--- config.mk ---
export PLATFORM = sky130hd
export DESIGN_NAME = alu_arbiter
export DESIGN_NICKNAME = d
export VERILOG_FILES = /design/src/rtl/alu_arbiter.sv
export SDC_FILE = /design/constraint.sdc
export NUM_CORES = 1
export LEC_CHECK = 0
export CELL_PAD_IN_SITES_DETAIL_PLACEMENT = 2
export CELL_PAD_IN_SITES_GLOBAL_PLACEMENT = 2
export CORE_MARGIN = 2
export CORE_UTILIZATION = 24
export DETAILED_ROUTE_END_ITERATION = 6
export PLACE_DENSITY_LB_ADDON = 0.12
export SLEW_MARGIN = 20
export SYNTH_ARGS = -nofsm -noshare
export SYNTH_HDL_FRONTEND = slang
export SYNTH_SLANG_ARGS = --single-unit
--- constraint.sdc ---
create_clock -name clk -period 1.85 [get_ports clk]
set_input_delay 0.185 -clock clk [delete_from_list [all_inputs] [get_ports clk]]
set_output_delay 0.185 -clock clk [all_outputs]
set_load 0.05 [all_outputs]
--- src/rtl/alu_arbiter.sv ---
// Two-requester round-robin arbiter in front of a 4-op ALU (IDLE/EXEC/RESP).
// Optional rsp_carry/rsp_zero outputs are enabled by macro ALU_ARBITER_FLAGS_EN.
module alu_arbiter #(
  parameter int WIDTH = 4
) (
  input  logic             clk,
  input  logic             rst_n,
  input  logic             req0_valid,
  input  logic             req1_valid,
  output logic             req0_ready,
  output logic             req1_ready,
  input  logic [WIDTH-1:0] req0_a,
  input  logic [WIDTH-1:0] req0_b,
  input  logic [WIDTH-1:0] req1_a,
  input  logic [WIDTH-1:0] req1_b,
  input  logic [1:0]       req0_op,
  input  logic [1:0]       req1_op,
  output logic             rsp_valid,
  input  logic             rsp_ready,
  output logic             rsp_id,
  output logic [WIDTH-1:0] rsp_y,
`ifdef ALU_ARBITER_FLAGS_EN
  output logic             rsp_carry,
  output logic             rsp_zero,
`endif
  output logic             busy
);

  typedef enum logic [1:0] {
    IDLE,
    EXEC,
    RESP
  } state_e;

  state_e           state_q, state_d;
  logic             ptr_q, ptr_d;
  logic [WIDTH-1:0] a_q, a_d;
  logic [WIDTH-1:0] b_q, b_d;
  logic [1:0]       op_q, op_d;
  logic             id_q, id_d;
  logic [WIDTH-1:0] y_q, y_d;
  logic             rid_q, rid_d;
  logic [WIDTH:0]   res;
  logic             any_v;
  logic             gnt;

`ifdef ALU_ARBITER_FLAGS_EN
  logic carry_q, carry_d;
  logic zero_q, zero_d;
`endif

  // ALU on the latched operands; top bit is carry-out or borrow
  always_comb begin
    res = '0;
    case (op_q)
      2'b00:   res = {1'b0, a_q & b_q};
      2'b01:   res = {1'b0, a_q | b_q};
      2'b10:   res = {1'b0, a_q} + {1'b0, b_q};
      default: res = {1'b0, a_q} - {1'b0, b_q};
    endcase
  end

  // Grant choice: pointer breaks ties, a lone requester always wins
  always_comb begin
    any_v = req0_valid | req1_valid;
    gnt   = (req0_valid & req1_valid) ? ptr_q : ~req0_valid;
  end

  // Next-state, datapath capture and handshake outputs
  always_comb begin
    state_d    = state_q;
    ptr_d      = ptr_q;
    a_d        = a_q;
    b_d        = b_q;
    op_d       = op_q;
    id_d       = id_q;
    y_d        = y_q;
    rid_d      = rid_q;
    req0_ready = 1'b0;
    req1_ready = 1'b0;
`ifdef ALU_ARBITER_FLAGS_EN
    carry_d    = carry_q;
    zero_d     = zero_q;
`endif
    case (state_q)
      IDLE: begin
        if (any_v && rst_n) begin
          req0_ready = ~gnt;
          req1_ready = gnt;
          a_d        = gnt ? req1_a : req0_a;
          b_d        = gnt ? req1_b : req0_b;
          op_d       = gnt ? req1_op : req0_op;
          id_d       = gnt;
          state_d    = EXEC;
        end
      end
      EXEC: begin
        y_d     = res[WIDTH-1:0];
        rid_d   = id_q;
`ifdef ALU_ARBITER_FLAGS_EN
        carry_d = res[WIDTH];
        zero_d  = (res[WIDTH-1:0] == '0);
`endif
        state_d = RESP;
      end
      RESP: begin
        if (rsp_ready) begin
          ptr_d   = ~rid_q;
          state_d = IDLE;
        end
      end
      default: state_d = IDLE;
    endcase
  end

  // State and datapath registers
  always_ff @(posedge clk or negedge rst_n) begin
    if (!rst_n) begin
      state_q <= IDLE;
      ptr_q   <= 1'b0;
      a_q     <= '0;
      b_q     <= '0;
      op_q    <= '0;
      id_q    <= 1'b0;
      y_q     <= '0;
      rid_q   <= 1'b0;
`ifdef ALU_ARBITER_FLAGS_EN
      carry_q <= 1'b0;
      zero_q  <= 1'b0;
`endif
    end else begin
      state_q <= state_d;
      ptr_q   <= ptr_d;
      a_q     <= a_d;
      b_q     <= b_d;
      op_q    <= op_d;
      id_q    <= id_d;
      y_q     <= y_d;
      rid_q   <= rid_d;
`ifdef ALU_ARBITER_FLAGS_EN
      carry_q <= carry_d;
      zero_q  <= zero_d;
`endif
    end
  end

  assign rsp_valid = (state_q == RESP);
  assign busy      = (state_q != IDLE);
  assign rsp_y     = y_q;
  assign rsp_id    = rid_q;
`ifdef ALU_ARBITER_FLAGS_EN
  assign rsp_carry = carry_q;
  assign rsp_zero  = zero_q;
`endif

endmodule

==> results.md, run 1 <==
* Worst setup slack after layout at -16.9 ps
* Cell repeated most along the worst path: ha_4
* Fillers at between 400 and 500
* Worst slew pin tran at 494 ps
* Met2 WL at 1.47 mm
* Footprint of the multi-input gates at 603 um2
* Largest net degree at the start of global routing at 21
* Critical path launch point type: flop
* Fmax at 0.536 GHz
* Hold crit path type: input port to asynchronous set/reset pin
* Max incr delay on CP at 390 ps
* Top routing layer in use: met4
* H-tree levels at 1
* Mapped Area at 1110 um2
* Unique cell type count in the Yosys netlist at 28
* Peak VDD IR at between 0.4 and 0.5 mV
* Vias in the first global route at 1100
* Yosys reg bits at 19
* Worst slack, placed at -59.5 ps
* Fin util at 0.380
* Most common cell after layout, fill and taps aside: clkdlybuf4s50_1
* Hpwl dp at between 2 and 3 mm
* Critical path required time at 2050 ps
* Sink Count at 19
* Skew-Pair Late Insertion Delay at 270 ps
* Met3 WL at roughly 120 um
* GRT Util Overall at 0.136
* M1 WL at 1.50 mm
* Initial antenna violation count at 0
* Post-CTS Hold Fix Bufs at 0
* Area Overhead vs Synth at 51.1%
* Period utilization at 1.01
* Share of cells above drive strength 1 at 0.179
* Critical path class: flop to flop
* # rows at 24
* Worst-path clk slew at about 80 ps
* Seq/Total Area, Yosys at 0.428
* Max-Cap Viols at 0
* Delay-heaviest family, CP: adder cells
* CP max FO at 2
* Iter 0 DRT Violations at 19
* Slew Limit Fails at 0
* Area of the die at approximately 5200 um2
* Vias/cell at between 4 and 5
* Deepest clock path buffer count at 2
* Slowest CP cell: dfrtp_1
* Die H at 72 um
* Vias post-DR at 985
* Drt pass-1 iters at 3
* Setup violators final at 1
* CTS root buf: clkbuf_8
* Nets at 194
* CP Data Arrival Time at 2060 ps
* Synth Instances at 119
* RSZ-0062 raised after global routing: true
* Ant diodes at 0
* Max-slew headroom at 0.670
* Final GP Congestion at 0.795
* CP bufs+invs at 1
* CTS tree: built
* Leak at 0.750 nW
* Non-filler cells, final at 214
* PwrDens at 1580 nW/um2
* Width of the die at between 70 and 80 um
* Syn_nets at 150
* Failing checks: setup timing
* Overflow after GRT at 0
* Antenna Nets Post-Route at 0
* Final wirelength at 3.13 mm
* Port Buffer Count at 33
* Setup TNS at -16.9 ps
* CTS Buf Count at 3
* Register area at ~480 um2
* CP Capture Type: flop
* Fin crit period at 1870 ps
* Top Ports at 34
* DRC errors left at 0
* Hold violation total from the final report at 0
* Wirelength per Cell at 14.6 um
* Synthesis warning total at 0
* Starting Density at 0.251
* Outcome: finished, violations left
* Post-Place Cells at 208
* Cells along the critical path: inv_2 > ha_4 > mux2_4 > ha_4 > a21o_1 > a21o_2 > and4b_1 > nor3_2
* First-pass GRT wire length at 5.43 mm
* Worst Skew at about 11 ps
* Std-Cell Core Area at roughly 4400 um2
* Commonest cells after routing, fill and taps aside: clkdlybuf4s50_1, dfrtp_1, o21ai_0, nand2_1, buf_4
* Mean Syn Cell Area at 9.33 um2
## per-layer routing
metal  global-route usage  up-vias
met5                    0        -
met4               0.0503        0
met3               0.0208        4
met2                0.222       22
met1                0.183      471
li1                     -      488
## final cells by class
cell class / count / share of cell area
Clock buffer: 3 / 0.0246
Clock inverter: 1 / 0.00448
Inverter: 11 / 0.0246
Multi-Input combinational cell: 84 / 0.360
Sequential cell: 19 / 0.284
Tap cell: 52 / 0.0388
Timing Repair Buffer: 44 / 0.264
## through the flow
stage | hold slack [ps] | instance area [um2] | power, mW
final | 331 | 1680 | 2.65
after global routing | 358 | 1680 | 2.91
after CTS | 348 | 1660 | 2.66
after detailed placement | 479 | 1600 | 2.31
after global placement | 465 | 1600 | 2.21
after floorplan | -111 | 1130 | 1.73
## sequential cells by signal, indices dropped and copies added, names as in the netlist
register,count
op_q,2
id_q,1
ptr_q,1
b_q,4
a_q,4
rsp_id,1
state_q,2
rsp_y,4
## final timing paths
path	from	to	slack (ps)	cells past startpoint
setup reg to reg	b_q[1]$_DFFE_PN0P_	rsp_y[3]$_DFFE_PN0N_	-20	8
hold / removal	rst_n	rsp_y[0]$_DFFE_PN0N_	330	2
setup / recovery	b_q[1]$_DFFE_PN0P_	rsp_y[3]$_DFFE_PN0N_	-20	8
max in group asynchronous	rst_n	b_q[0]$_DFFE_PN0P_	1290	2
hold reg to reg	rsp_id$_DFFE_PN0N_	ptr_q$_DFFE_PN0P_	480	1
min in group clk	rsp_id$_DFFE_PN0N_	ptr_q$_DFFE_PN0P_	480	1
## report_power, final
group	switching (mW)	total (mW)	internal [mW]
clock network	0.153	0.306	0.152
logic	0.884	1.62	0.733
registers	0.143	0.731	0.588
total	1.18	2.65	1.47
## cell usage after synthesis, drive strengths merged
cell type  number  share of area
maj3            1          0.010
clkbuf          3          0.010
a211oi          2          0.014
nor2b           1          0.012
xnor2           2          0.016
o211ai          1         0.0068
mux2            1          0.010
mux2i          10          0.090
or3             1         0.0056
a21boi          1         0.0068
nor2            5          0.017
inv            11          0.037
and4b           1         0.0090
and2            1         0.0056
buf             2          0.014
nand2b          3          0.017
xor2            1         0.0079
ha              5          0.056
fa              1          0.018
a31oi           1         0.0056
o21ai          18          0.081
dfrtp          19           0.43
nor3            2          0.014
nand2          15          0.051
a21oi           8          0.036
a21o            3          0.021
## repair_timing
action | CTS | global route
cloned | 0 | 0
setup endpoints to repair | 2 | 3
setup buffers | 0 | 2
gates resized for setup | 3 | 2
pin swaps | 0 | 1
hold endpoints to repair | 0 | 0
## cells by family after synthesis
kind of cell | count (synthesis) | synth area share
buffers and inverters | 16 | 0.0609
AND/OR/NAND/NOR | 29 | 0.131
XOR/XNOR | 3 | 0.0237
multiplexers | 11 | 0.100
adder cells (fa/ha/maj) | 7 | 0.0846
flip-flops | 19 | 0.428
AO/OA/AOI/OAI | 34 | 0.171
No activity file was read; power rests on OpenSTA's default activity.
==> inputs of run 2 (changes only) <==
--- a/config.mk
+++ b/config.mk
@@ -8,7 +8,8 @@
 export CELL_PAD_IN_SITES_DETAIL_PLACEMENT = 2
 export CELL_PAD_IN_SITES_GLOBAL_PLACEMENT = 2
 export CORE_MARGIN = 2
-export CORE_UTILIZATION = 24
+export CORE_UTILIZATION = 27
+export CTS_CLUSTER_DIAMETER = 200
 export DETAILED_ROUTE_END_ITERATION = 6
 export PLACE_DENSITY_LB_ADDON = 0.12
 export SLEW_MARGIN = 20
==> constraint.sdc (replaced) <==
create_clock -name clk -period 2.1 [get_ports clk]
set_input_delay 0.21 -clock clk [delete_from_list [all_inputs] [get_ports clk]]
set_output_delay 0.21 -clock clk [all_outputs]
set_load 0.1 [all_outputs]
==> results.md, run 2 (synthesized netlist as in run 1, its figures left out) <==
* Deepest clock path buffer count at 2
* Max-slew headroom at 0.712
* CP Data Arrival Time at around 2200 ps
* Hold crit path type: input port to asynchronous set/reset pin
* Starting Density at 0.279
* Hold violation total from the final report at 0
* Overflow after GRT at 0
* Sink Count at 19
* CTS tree: built
* Drt pass-1 iters at 3
* Outcome: completed
* Largest net degree at the start of global routing at 21
* Slowest CP cell: dfrtp_1
* Register area at about 480 um2
* M1 WL at around 1.4 mm
* Max-Cap Viols at 0
* Vias in the first global route at 1018
* Footprint of the multi-input gates at 591 um2
* Critical path class: flop to flop
* CP max FO at 2
* Iter 0 DRT Violations at 13
* Post-Place Cells at 204
* PwrDens at 1530 nW/um2
* Top routing layer in use: met4
* Hpwl dp at 2.40 mm
* Skew-Pair Late Insertion Delay at 250 ps
* Share of cells above drive strength 1 at 0.182
* Critical path launch point type: flop
* Period utilization at 0.958
* Cells along the critical path: inv_1 > ha_1 > mux2_4 > ha_4 > a21o_1 > a21o_2 > and4b_1 > nor3_2
* Worst-path clk slew at approximately 70 ps
* Die H at 68.1 um
* Initial antenna violation count at 0
* Worst Skew at approximately 1.8 ps
* Wirelength per Cell at about 15 um
* Nets at 191
* H-tree levels at 1
* Met3 WL at about 120 um
* Slew Limit Fails at 0
* Peak VDD IR at 0.318 mV
* Top Ports at 34
* Fillers at around 450
* Area Overhead vs Synth at 44.9%
* Fin crit period at 2010 ps
* Leak at 0.744 nW
* Ant diodes at 0
* Max incr delay on CP at between 300 and 400 ps
* Width of the die at 68.1 um
* Vias/cell at 4.72
* # rows at 23
* Critical path required time at 2280 ps
* Vias post-DR at 986
* RSZ-0062 raised after global routing: false
* Worst slew pin tran at ~430 ps
* GRT Util Overall at 0.148
* Non-filler cells, final at 209
* Std-Cell Core Area at 3970 um2
* DRC errors left at 0
* Area of the die at about 4600 um2
* Commonest cells after routing, fill and taps aside: clkdlybuf4s50_1, dfrtp_1, o21ai_0, nand2_1, buf_4
* CP Capture Type: flop
* Setup violators final at 0
* Setup TNS at 0 ps
* CTS Buf Count at 3
* Final wirelength at 3.07 mm
* Most common cell after layout, fill and taps aside: clkdlybuf4s50_1
* Antenna Nets Post-Route at 0
* Fmax at 0.497 GHz
* Final GP Congestion at around 0.71
* First-pass GRT wire length at 5.03 mm
* Port Buffer Count at 33
* Met2 WL at 1.55 mm
* CTS root buf: clkbuf_8
[run 2: layout make-up]
cell class | count | area share
Clock buffer | 4 | 0.0280
Inverter | 11 | 0.0257
Multi-Input combinational cell | 84 | 0.367
Sequential cell | 19 | 0.296
Tap cell | 50 | 0.0389
Timing Repair Buffer | 41 | 0.244
[run 2: timing repair]
item / in CTS / in global routing
pin swaps: 0 / 3
gates resized for setup: 1 / 3
setup buffers: 0 / 1
hold buffers: 0 / 0
setup endpoints to repair: 1 / 1
[run 2: path summary, 6_finish.rpt]
| kind | startpoint | to | slack, ps | cells past startpoint |
|---|---|---|---|---|
| max | b_q[1]$_DFFE_PN0P_ | rsp_y[3]$_DFFE_PN0N_ | 90 | 8 |
| min | rst_n | rsp_id$_DFFE_PN0N_ | 330 | 2 |
| max reg2reg | b_q[1]$_DFFE_PN0P_ | rsp_y[3]$_DFFE_PN0N_ | 90 | 8 |
| min reg2reg | rsp_y[0]$_DFFE_PN0N_ | rsp_y[0]$_DFFE_PN0N_ | 490 | 2 |
| max in group asynchronous | rst_n | b_q[1]$_DFFE_PN0P_ | 1560 | 2 |
| min in group clk | rsp_y[0]$_DFFE_PN0N_ | rsp_y[0]$_DFFE_PN0N_ | 490 | 2 |
[run 2: layer usage]
metal,up-vias,track usage
li1,482,-
met1,482,0.189
met2,20,0.250
met3,2,0.0263
met4,0,0.0525
met5,-,0
[run 2: power breakdown]
group	leakage (nW)	switching (mW)	internal (mW)
clock	0.0228	0.126	0.135
sequential	0.233	0.130	0.518
combinational	0.489	0.987	0.561
total	0.744	1.24	1.21
[run 2: stage by stage]
step / utilization / total power, mW / hold WS (ps) / instance area [um2] / setup WS (ps)
after CTS: 0.399 / 2.44 / 344 / 1580 / 19.8
after detailed placement: 0.386 / 2.14 / 483 / 1530 / 13.4
after global routing: 0.405 / 2.69 / 363 / 1610 / 12.7
after global placement: 0.386 / 2.07 / 467 / 1530 / 93.2
final: 0.405 / 2.46 / 332 / 1610 / 87.2
after floorplan: - / 1.70 / -85.6 / 1110 / 92.4
[run 2: worst max-delay path, delay by kind of cell (launching register included)]
kind | cells | cell delay [ps]
AO/OA/AOI/OAI | 2 | 370
adder cells (fa/ha/maj) | 2 | 500
buffers and inverters | 1 | 70
flip-flops | 1 | 360
multiplexers | 1 | 290
AND/OR/NAND/NOR | 2 | 350
==> inputs of run 3 (changes only) <==
--- a/config.mk
+++ b/config.mk
@@ -11,6 +11,8 @@
 export CORE_UTILIZATION = 27
 export CTS_CLUSTER_DIAMETER = 200
 export DETAILED_ROUTE_END_ITERATION = 6
+export GPL_ROUTABILITY_DRIVEN = 0
+export HOLD_SLACK_MARGIN = 0.15
 export PLACE_DENSITY_LB_ADDON = 0.12
 export SLEW_MARGIN = 20
 export SYNTH_ARGS = -nofsm -noshare
==> constraint.sdc (replaced) <==
create_clock -name clk -period 2.1 [get_ports clk]
set_input_delay 0.21 -clock clk [delete_from_list [all_inputs] [get_ports clk]]
set_output_delay 0.21 -clock clk [all_outputs]
set_load 0.05 [all_outputs]
==> results.md, run 3 (synthesized netlist as in run 1, its figures left out) <==
* Starting Density at 0.279
* Largest net degree at the start of global routing at 21
* Nets at 191
* Worst slew pin tran at 511 ps
* Vias post-DR at 982
* Hpwl dp at 2.53 mm
* Initial antenna violation count at 0
* CP Capture Type: flop
* Net switching power at 1.02 mW
* Hold violation total from the final report at 0
* Fmax at 0.484 GHz
* CTS root buf: clkbuf_8
* Fin util at 0.412
* Max-Cap Viols at 0
* Critical path launch point type: flop
* Worst flop-to-flop path endpoint: rsp_y[3]$_DFFE_PN0N_
* Commonest cells after routing, fill and taps aside: clkdlybuf4s50_1, dfrtp_1, o21ai_0, nand2_1, mux2i_1
* CP Data Arrival Time at ~2300 ps
* Antenna Nets Post-Route at 0
* Vias/cell at 4.70
* Peak VDD IR at 0.297 mV
* DRC errors left at 0
* Switch share at 0.451
* H-tree levels at 1
* Period utilization at 0.985
* Max-slew headroom at 0.658
* Sink Count at 19
* GRT Util Overall at 0.152
* Part of the power in combinational logic at 0.597
* Cells along the critical path: inv_2 > ha_4 > mux2_4 > ha_1 > a21o_1 > a21o_2 > and4b_1 > nor3_2
* Critical path required time at approximately 2300 ps
* # rows at 23
* CTS tree: built
* Slew Limit Fails at 0
* Skew-Pair Late Insertion Delay at ~260 ps
* Iter 0 DRT Violations at 24
* Area of the die at 4640 um2
* Width of the die at 68.1 um
* Most common cell after layout, fill and taps aside: clkdlybuf4s50_1
* Outcome: completed
* Ant diodes at 0
* Drt pass-1 iters at 2
* Fin crit period at 2070 ps
* CP max FO at 2
* Worst Skew at just under 6 ps
* Worst hold margin at 324 ps
* Hold crit path type: input port to asynchronous set/reset pin
* Setup violators final at 0
* Vias in the first global route at 1057
* Max incr delay on CP at 390 ps
* Share of power burned in registers at 0.285
* CTS Buf Count at 3
* Share of cells above drive strength 1 at 0.145
* Top Ports at 34
* R2R setup slack at 30 ps
* PwrDens at 1380 nW/um2
* Critical path class: flop to flop
* Area Overhead vs Synth at 47.5%
* Overflow after GRT at 0
* Setup TNS at 0 ps
* Leak at 0.742 nW
* Die H at 68.1 um
* First-pass GRT wire length at 5.05 mm
* Wirelength per Cell at 15.6 um
* R2r worst-path depth at 8
* Internal at 1.24 mW
* Worst-path clk slew at about 80 ps
* Deepest clock path buffer count at 2
* Port Buffer Count at 33
* Final wirelength at 3.26 mm
* Clock Power Share at 0.118
* Std-Cell Core Area at 3970 um2
* R2r startpoint: b_q[1]$_DFFE_PN0P_
* Slowest CP cell: dfrtp_1
[run 3: worst max-delay path, delay by kind of cell (launching register included)]
family                     cells  cell delay [ps]
AOI/OAI and AO/OA              2              380
adders and majority gates      2              470
buffers and inverters          1               90
DFF                            1              390
muxes                          1              270
and+or+nand+nor                2              380
[run 3: cell type report]
| cell class | instances | area (um2) |
|---|---|---|
| fill | 422 | 2330 |
| tap | 50 | 62.6 |
| clock inverter | 1 | 5.00 |
| timing repair buffer | 41 | 423 |
| sequential | 19 | 475 |
| clock buffer | 3 | 41.3 |
| inverter | 11 | 41.3 |
| multi-input combinational | 84 | 588 |
[run 3: what timing repair did]
item | 4_1_cts | 5_1_grt
setup endpoints to repair | 0 | 1
hold endpoints to repair | 0 | 0
resized for setup | 0 | 5
setup buffers | 0 | 1
hold buffers | 0 | 0
[run 3: power by group through the flow]
stage	clock network [mW]	registers (mW)	logic (mW)
final	0.266	0.644	1.35
after global routing	0.292	0.670	1.50
after CTS	0.278	0.645	1.31
after detailed placement	0	0.653	1.29
after global placement	0	0.634	1.23
after floorplan	0	0.774	0.703
[run 3: worst max-delay path by stage]
stage / start / to / cells past startpoint
after floorplan: b_q[0]$_DFFE_PN0P_ / rsp_y[3]$_DFFE_PN0N_ / 8
after global placement: b_q[0]$_DFFE_PN0P_ / rsp_y[3]$_DFFE_PN0N_ / 8
after detailed placement: b_q[1]$_DFFE_PN0P_ / rsp_y[3]$_DFFE_PN0N_ / 8
after CTS: b_q[1]$_DFFE_PN0P_ / rsp_y[3]$_DFFE_PN0N_ / 8
after global routing: b_q[1]$_DFFE_PN0P_ / rsp_y[3]$_DFFE_PN0N_ / 8
final: b_q[1]$_DFFE_PN0P_ / rsp_y[3]$_DFFE_PN0N_ / 8
[run 3: metal layers]
layer	GRT usage	vias up	routed length, um
met2	0.284	22	1780
li1	-	483	-
met1	0.168	473	1330
met4	0.0600	0	38
met5	0	-	0
met3	0.0263	4	112
[run 3: metrics by stage]
stage | setup WS, ps | power (mW) | cells | area, um2
after global routing | -38.8 | 2.46 | 209 | 1640
final | 32.5 | 2.26 | 209 | 1640
after floorplan | 92.4 | 1.48 | 119 | 1110
after detailed placement | 22.7 | 1.94 | 204 | 1560
after CTS | 2.39 | 2.23 | 208 | 1610
after global placement | 93.8 | 1.86 | 204 | 1560
